### config.mk
export PLATFORM = sky130hd
export DESIGN_NAME = conv3x3_engine_flat
export DESIGN_NICKNAME = d
export VERILOG_FILES = /design/src/rtl/conv_pkg.sv /design/src/rtl/conv3x3_engine_if.sv /design/src/rtl/conv_mac.sv /design/src/rtl/conv3x3_engine.sv /design/src/flat_wrapper.sv
export SDC_FILE = /design/constraint.sdc
export NUM_CORES = 1
export LEC_CHECK = 0
export CAP_MARGIN = 40
export CORE_MARGIN = 1
export CORE_UTILIZATION = 45
export CTS_CLUSTER_DIAMETER = 120
export DETAILED_ROUTE_END_ITERATION = 8
export GPL_TIMING_DRIVEN = 0
export PLACE_DENSITY = 0.64
export SLEW_MARGIN = 20
export SYNTH_ARGS = -nofsm -noshare
export SYNTH_HDL_FRONTEND = slang
export SYNTH_HIERARCHICAL = 1
export SYNTH_SLANG_ARGS = --single-unit
### constraint.sdc
create_clock -name clk -period 9.2 [get_ports clk]
set_clock_uncertainty 0.1 [all_clocks]
set_input_delay 1.84 -clock clk [delete_from_list [all_inputs] [get_ports clk]]
set_output_delay 1.84 -clock clk [all_outputs]
set_load 0.05 [all_outputs]
### src/rtl/conv_pkg.sv
// Shared widths, FSM state encoding and output clamp for the 3x3 convolution engine.
package conv_pkg;

   localparam int unsigned PIX_W  = 8;
   localparam int unsigned COEF_W = 8;
   localparam int unsigned PROD_W = PIX_W + COEF_W + 1;
   localparam int unsigned ACC_W  = PIX_W + COEF_W + 1 + 4;
   localparam int unsigned N_TAPS = 9;
   localparam int unsigned TAP_W  = 4;
   localparam int unsigned IMG_W  = 128;
   localparam int unsigned PAD_W  = 130;

   typedef enum logic [1:0] {
      S_IDLE = 2'd0,
      S_MAC  = 2'd1,
      S_NORM = 2'd2,
      S_DONE = 2'd3
   } state_e;

   // Saturate a signed accumulator value into the unsigned pixel range.
   function automatic logic [PIX_W-1:0] clamp_u8(input logic signed [ACC_W-1:0] r);
      logic [PIX_W-1:0] res;
      if (r[ACC_W-1])                 res = '0;
      else if (|r[ACC_W-2:PIX_W])     res = '1;
      else                            res = r[PIX_W-1:0];
      return res;
   endfunction

endpackage

### src/rtl/conv3x3_engine_if.sv
// Controller <-> convolution engine handshake: start, window/kernel taps, busy/done and result.
interface conv3x3_engine_if;
   import conv_pkg::*;

   logic                       start_conv;
   logic [N_TAPS*PIX_W-1:0]    window;
   logic [N_TAPS*COEF_W-1:0]   kernel;
   logic                       busy;
   logic                       done_conv;
   logic [PIX_W-1:0]           pixel_out;

   modport master (
      output start_conv, window, kernel,
      input  busy, done_conv, pixel_out
   );

   modport slave (
      input  start_conv, window, kernel,
      output busy, done_conv, pixel_out
   );

endinterface

### src/rtl/conv_mac.sv
// Registered signed multiply-accumulate; the engine's single multiplier lives here.
module conv_mac
   import conv_pkg::*;
(
   input  logic                     clk,
   input  logic                     rst_n,
   input  logic                     clr,
   input  logic                     en,
   input  logic [PIX_W-1:0]         pix,
   input  logic signed [COEF_W-1:0] coef,
   output logic signed [ACC_W-1:0]  acc
);

   logic signed [PROD_W-1:0] prod;
   logic signed [ACC_W-1:0]  acc_d;
   logic signed [ACC_W-1:0]  acc_q;

   // Pixel is unsigned: zero-extend before the signed multiply.
   always_comb begin
      prod  = PROD_W'($signed({1'b0, pix})) * PROD_W'(coef);
      acc_d = acc_q;
      if (clr)     acc_d = '0;
      else if (en) acc_d = acc_q + ACC_W'(prod);
   end

   always_ff @(posedge clk or negedge rst_n) begin
      if (!rst_n) acc_q <= '0;
      else        acc_q <= acc_d;
   end

   assign acc = acc_q;

endmodule

### src/rtl/conv3x3_engine.sv
// 3x3 correlation engine: snapshots window/kernel on start, 9 serial MACs, shift+clamp, done pulse.
module conv3x3_engine
   import conv_pkg::*;
#(
   parameter int unsigned OUT_SHIFT = 0
)(
   input  logic              clk,
   input  logic              rst_n,
   conv3x3_engine_if.slave   bus
);

   state_e                      state_q, state_d;
   logic [TAP_W-1:0]            tap_q, tap_d;
   logic [N_TAPS*PIX_W-1:0]     win_q, win_d;
   logic [N_TAPS*COEF_W-1:0]    ker_q, ker_d;
   logic                        busy_q, busy_d;
   logic                        done_q, done_d;
   logic [PIX_W-1:0]            pix_q, pix_d;

   logic                        mac_clr, mac_en;
   logic [PIX_W-1:0]            tap_pix;
   logic signed [COEF_W-1:0]    tap_coef;
   logic signed [ACC_W-1:0]     acc;
   logic signed [ACC_W-1:0]     acc_sh;

   always_comb begin
      tap_pix  = win_q[PIX_W*tap_q +: PIX_W];
      tap_coef = $signed(ker_q[COEF_W*tap_q +: COEF_W]);
      acc_sh   = acc >>> OUT_SHIFT;
   end

   conv_mac u_mac (
      .clk   (clk),
      .rst_n (rst_n),
      .clr   (mac_clr),
      .en    (mac_en),
      .pix   (tap_pix),
      .coef  (tap_coef),
      .acc   (acc)
   );

   // Next-state and registered-output logic.
   always_comb begin
      state_d = state_q;
      tap_d   = tap_q;
      win_d   = win_q;
      ker_d   = ker_q;
      busy_d  = busy_q;
      done_d  = 1'b0;
      pix_d   = pix_q;
      mac_clr = 1'b0;
      mac_en  = 1'b0;
      unique case (state_q)
         S_IDLE: begin
            if (bus.start_conv) begin
               win_d   = bus.window;
               ker_d   = bus.kernel;
               tap_d   = '0;
               mac_clr = 1'b1;
               busy_d  = 1'b1;
               state_d = S_MAC;
            end
         end
         S_MAC: begin
            mac_en = 1'b1;
            tap_d  = tap_q + TAP_W'(1);
            if (tap_q == TAP_W'(N_TAPS - 1)) state_d = S_NORM;
         end
         S_NORM: begin
            pix_d   = clamp_u8(acc_sh);
            done_d  = 1'b1;
            state_d = S_DONE;
         end
         S_DONE: begin
            busy_d  = 1'b0;
            state_d = S_IDLE;
         end
         default: state_d = S_IDLE;
      endcase
   end

   always_ff @(posedge clk or negedge rst_n) begin
      if (!rst_n) begin
         state_q <= S_IDLE;
         tap_q   <= '0;
         win_q   <= '0;
         ker_q   <= '0;
         busy_q  <= 1'b0;
         done_q  <= 1'b0;
         pix_q   <= '0;
      end else begin
         state_q <= state_d;
         tap_q   <= tap_d;
         win_q   <= win_d;
         ker_q   <= ker_d;
         busy_q  <= busy_d;
         done_q  <= done_d;
         pix_q   <= pix_d;
      end
   end

   assign bus.busy      = busy_q;
   assign bus.done_conv = done_q;
   assign bus.pixel_out = pix_q;

endmodule
### src/flat_wrapper.sv
// flat-port wrapper written by rule: the top's interface ports become plain ports
module conv3x3_engine_flat import conv_pkg::*;
#(
   parameter int unsigned OUT_SHIFT = 0
)
  (clk, rst_n, bus_start_conv, bus_window, bus_kernel, bus_busy, bus_done_conv, bus_pixel_out);
  conv3x3_engine_if bus_i ();
  input  logic clk;
  input  logic rst_n;
  input wire logic [$bits(bus_i.start_conv)-1:0] bus_start_conv;
  input wire logic [$bits(bus_i.window)-1:0] bus_window;
  input wire logic [$bits(bus_i.kernel)-1:0] bus_kernel;
  output wire logic [$bits(bus_i.busy)-1:0] bus_busy;
  output wire logic [$bits(bus_i.done_conv)-1:0] bus_done_conv;
  output wire logic [$bits(bus_i.pixel_out)-1:0] bus_pixel_out;
  assign bus_i.start_conv = bus_start_conv;
  assign bus_i.window = bus_window;
  assign bus_i.kernel = bus_kernel;
  assign bus_busy = bus_i.busy;
  assign bus_done_conv = bus_i.done_conv;
  assign bus_pixel_out = bus_i.pixel_out;
  conv3x3_engine #(.OUT_SHIFT(OUT_SHIFT)) u_core (.clk(clk), .rst_n(rst_n), .bus(bus_i));
endmodule
==> reports/metrics.cfg <==
[sta]
fmax_mhz=145
tightest_slew_ns=0.783
min_period_over_period=0.749
timing.slew.headroom=0.475
fin_crit_ns=6.89
finalHoldViolations=0
setup_viol=0
drv_slew=0
rsz0062_at_grt=no
hold_slack_ns=0.398

[clocking]
cts_setup_buffers=0
cts_buffer_depth=2
path_clk_slew_ns=0.08
clk_latency_ns=0.44
cts_tree=done
hold_buffers=0
clock_sinks=181
numCtsBuffers=17
h-tree-depth=4
cts-root-buf=clkbuf_16
cts-resized-gates=0

[synth]
synth_xor_area_frac=0.00783
synthSimpleGateAreaFrac=0.0800
yosys.area.top_type=dfrtp_1
ys_seq_area_frac=0.405
synth-compound-area-share=0.0613
syn_nets=1189
synth_commonest_cells=dfrtp_1 (181), mux2_2 (169), inv_1 (80), ha_1 (70), nand2_1 (62)
yosys.cell_types.count=59
netlist_area_um2=11200
synth_most_common_cell=dfrtp_1
synth_edf_count=0
async_flop_share=1.00
ys_top_cells_by_area=dfrtp_1 (40%), mux2_2 (17%), fa_1 (9.1%), ha_1 (7.8%), mux4_2 (3.2%)
ys_ff_latch=181
synth_top_area_share=0.405
synth.area.mux_share=0.224
netlist_instances=921
synth_top_family_by_area=multiplexers
synthAdderAreaFrac=0.169
postSynthAreaPerCell_um2=12.2
synth_flop_cell=dfrtp_1
yosysWarnings=6

[die]
die_x_um=160
die-area_um2=25500
die_h_um=160
rows=57
initial_core_util=0.459
ios=157
core_area_um2=24400

[route]
avgRoutedWirePerCell_um=19.1
firstDrtPassIters=4
drc=0
routed_wl_mm=27.6
viasPerCell=5.33
vias=7716
ant_nets=0
drt-initial-drc-count=341

[place]
place.gp.congestion=0.808
numPortBuffers=156
dp_hpwl_mm=21.4

[setup_path]
r2r_cells=23
path_cells=buf_6, nand2_1, buf_2, o22ai_1, o31ai_1, clkbuf_1, nand2_1, fa_1, inv_1, fa_1, inv_1, fa_1, inv_1, fa_1, fa_1, ha_1, o21a_1, o31a_1, o21ai_2, nand4_2, a41o_1, mux2i_1, mux2_1
ff2ff_setup_slack_ns=2.31
required_ns=9.42
worstPathArrival_ns=7.11
r2r_end=u_core/u_mac/acc[20]$_DFFE_PN0P_
endpoint_kind=flip-flop
critPathSlowestCell=fa_1
r2r_start=u_core/tap_q[1]$_DFFE_PN0P_
slowest_delay_ns=0.53
cp_max_fo=10
cp-start-kind=flip-flop
critPathMostFrequentCell=fa_1
crit_type=reg2reg

[run_status]
status=complete, no violations

[global_route]
grt.total_usage=0.228
grt_max_degree=96
overflow=0
first_global_vias=8120
antenna_found_initial=4
grt_first_pass_wirelength_mm=44.3

[hold_path]
min_to=u_core/ker_q[69]$_DFFE_PN0P_
min-delay-start=u_core/ker_q[69]$_DFFE_PN0P_
whs_path_depth=1
worst_hold_path_type=reg2reg

[final_layout]
nets=1376
drive_gt1_frac=0.247
area_growth_syn_to_layout_pct=24.3

[run]
maxCapViolCount=0

[critical path, delay by kind of cell, from the launching register on]
kind / cells / cell delay (ns)
compound gates: 6 / 1.35
simple gates: 3 / 0.53
flops: 1 / 0.45
fa+ha+maj: 6 / 2.79
mux: 2 / 0.50
buf+inv: 6 / 1.07
[registers in the layout, summed over array words and instances (netlist names)]
name / cells
u_core/ker_q: 72
u_core/state_q: 2
u_core/u_mac/acc: 21
u_core/bus.done_conv: 1
u_core/bus.pixel_out: 8
u_core/win_q: 72
u_core/bus.busy: 1
u_core/tap_q: 4
[through the flow]
step            util  TNS (ns)  cells  area, um^2  setup WS (ns)
3_5_place_dp   0.544         0   1412       13300           2.30
6_report       0.571         0   1448       13900           2.31
2_1_floorplan      -         0    921       11200           2.78
5_1_grt        0.571         0   1448       13900           1.98
3_3_place_gp   0.539   -315.97   1401       13200          -1.77
4_1_cts        0.570         0   1444       13900           2.26
[kinds of logic after synthesis]
logic type / after synthesis
AO/OA/AOI/OAI: 97
XOR/XNOR: 10
adder cells (fa/ha/maj): 121
buffers and inverters: 121
flip-flops: 181
multiplexers: 206
AND/OR/NAND/NOR: 185
[cells in the final DEF, fill, tap and decap left out, types with 16 or more instances in the layout]
cell,count
o22ai_1,24
fa_1,51
dfrtp_1,181
ha_1,70
and2_1,30
mux4_2,16
nand2_1,62
nor2_1,51
clkbuf_16,17
mux2_2,169
clkdlybuf4s50_1,155
inv_1,80
buf_2,24
[how the worst max path moves through the flow]
stage          depth (start not counted)                         from                                to
2_1_floorplan                         20  u_core/tap_q[0]$_DFFE_PN0P_  u_core/u_mac/acc[20]$_DFFE_PN0P_
3_3_place_gp                           1                        rst_n      u_core/win_q[27]$_DFFE_PN0P_
3_5_place_dp                          23  u_core/tap_q[1]$_DFFE_PN0P_  u_core/u_mac/acc[20]$_DFFE_PN0P_
4_1_cts                               23  u_core/tap_q[1]$_DFFE_PN0P_  u_core/u_mac/acc[20]$_DFFE_PN0P_
5_1_grt                               23  u_core/tap_q[1]$_DFFE_PN0P_  u_core/u_mac/acc[20]$_DFFE_PN0P_
6_report                              23  u_core/tap_q[1]$_DFFE_PN0P_  u_core/u_mac/acc[20]$_DFFE_PN0P_
[metal layers]
layer  share of wire  track usage  wire length [um]
met4           0.020       0.0730               546
met3           0.049       0.0457              1370
met5         0.00047            0                13
met1            0.44        0.307             12200
met2            0.49        0.369             13500
[layout make-up]
cell class	instances	area, um^2
Sequential cell	181	4530
Fill cell	2121	10500
Antenna cell	3	7.51
Clock buffer	17	425
Clock inverter	15	208
Inverter	80	300
Timing Repair Buffer	168	1660
Tap cell	324	405
Buffer	41	294
Multi-Input combinational cell	619	6090
Power is left out: the tool's default activity adds up to more than one toggle a clock period on the data nets, which glitch-free logic cannot reach.
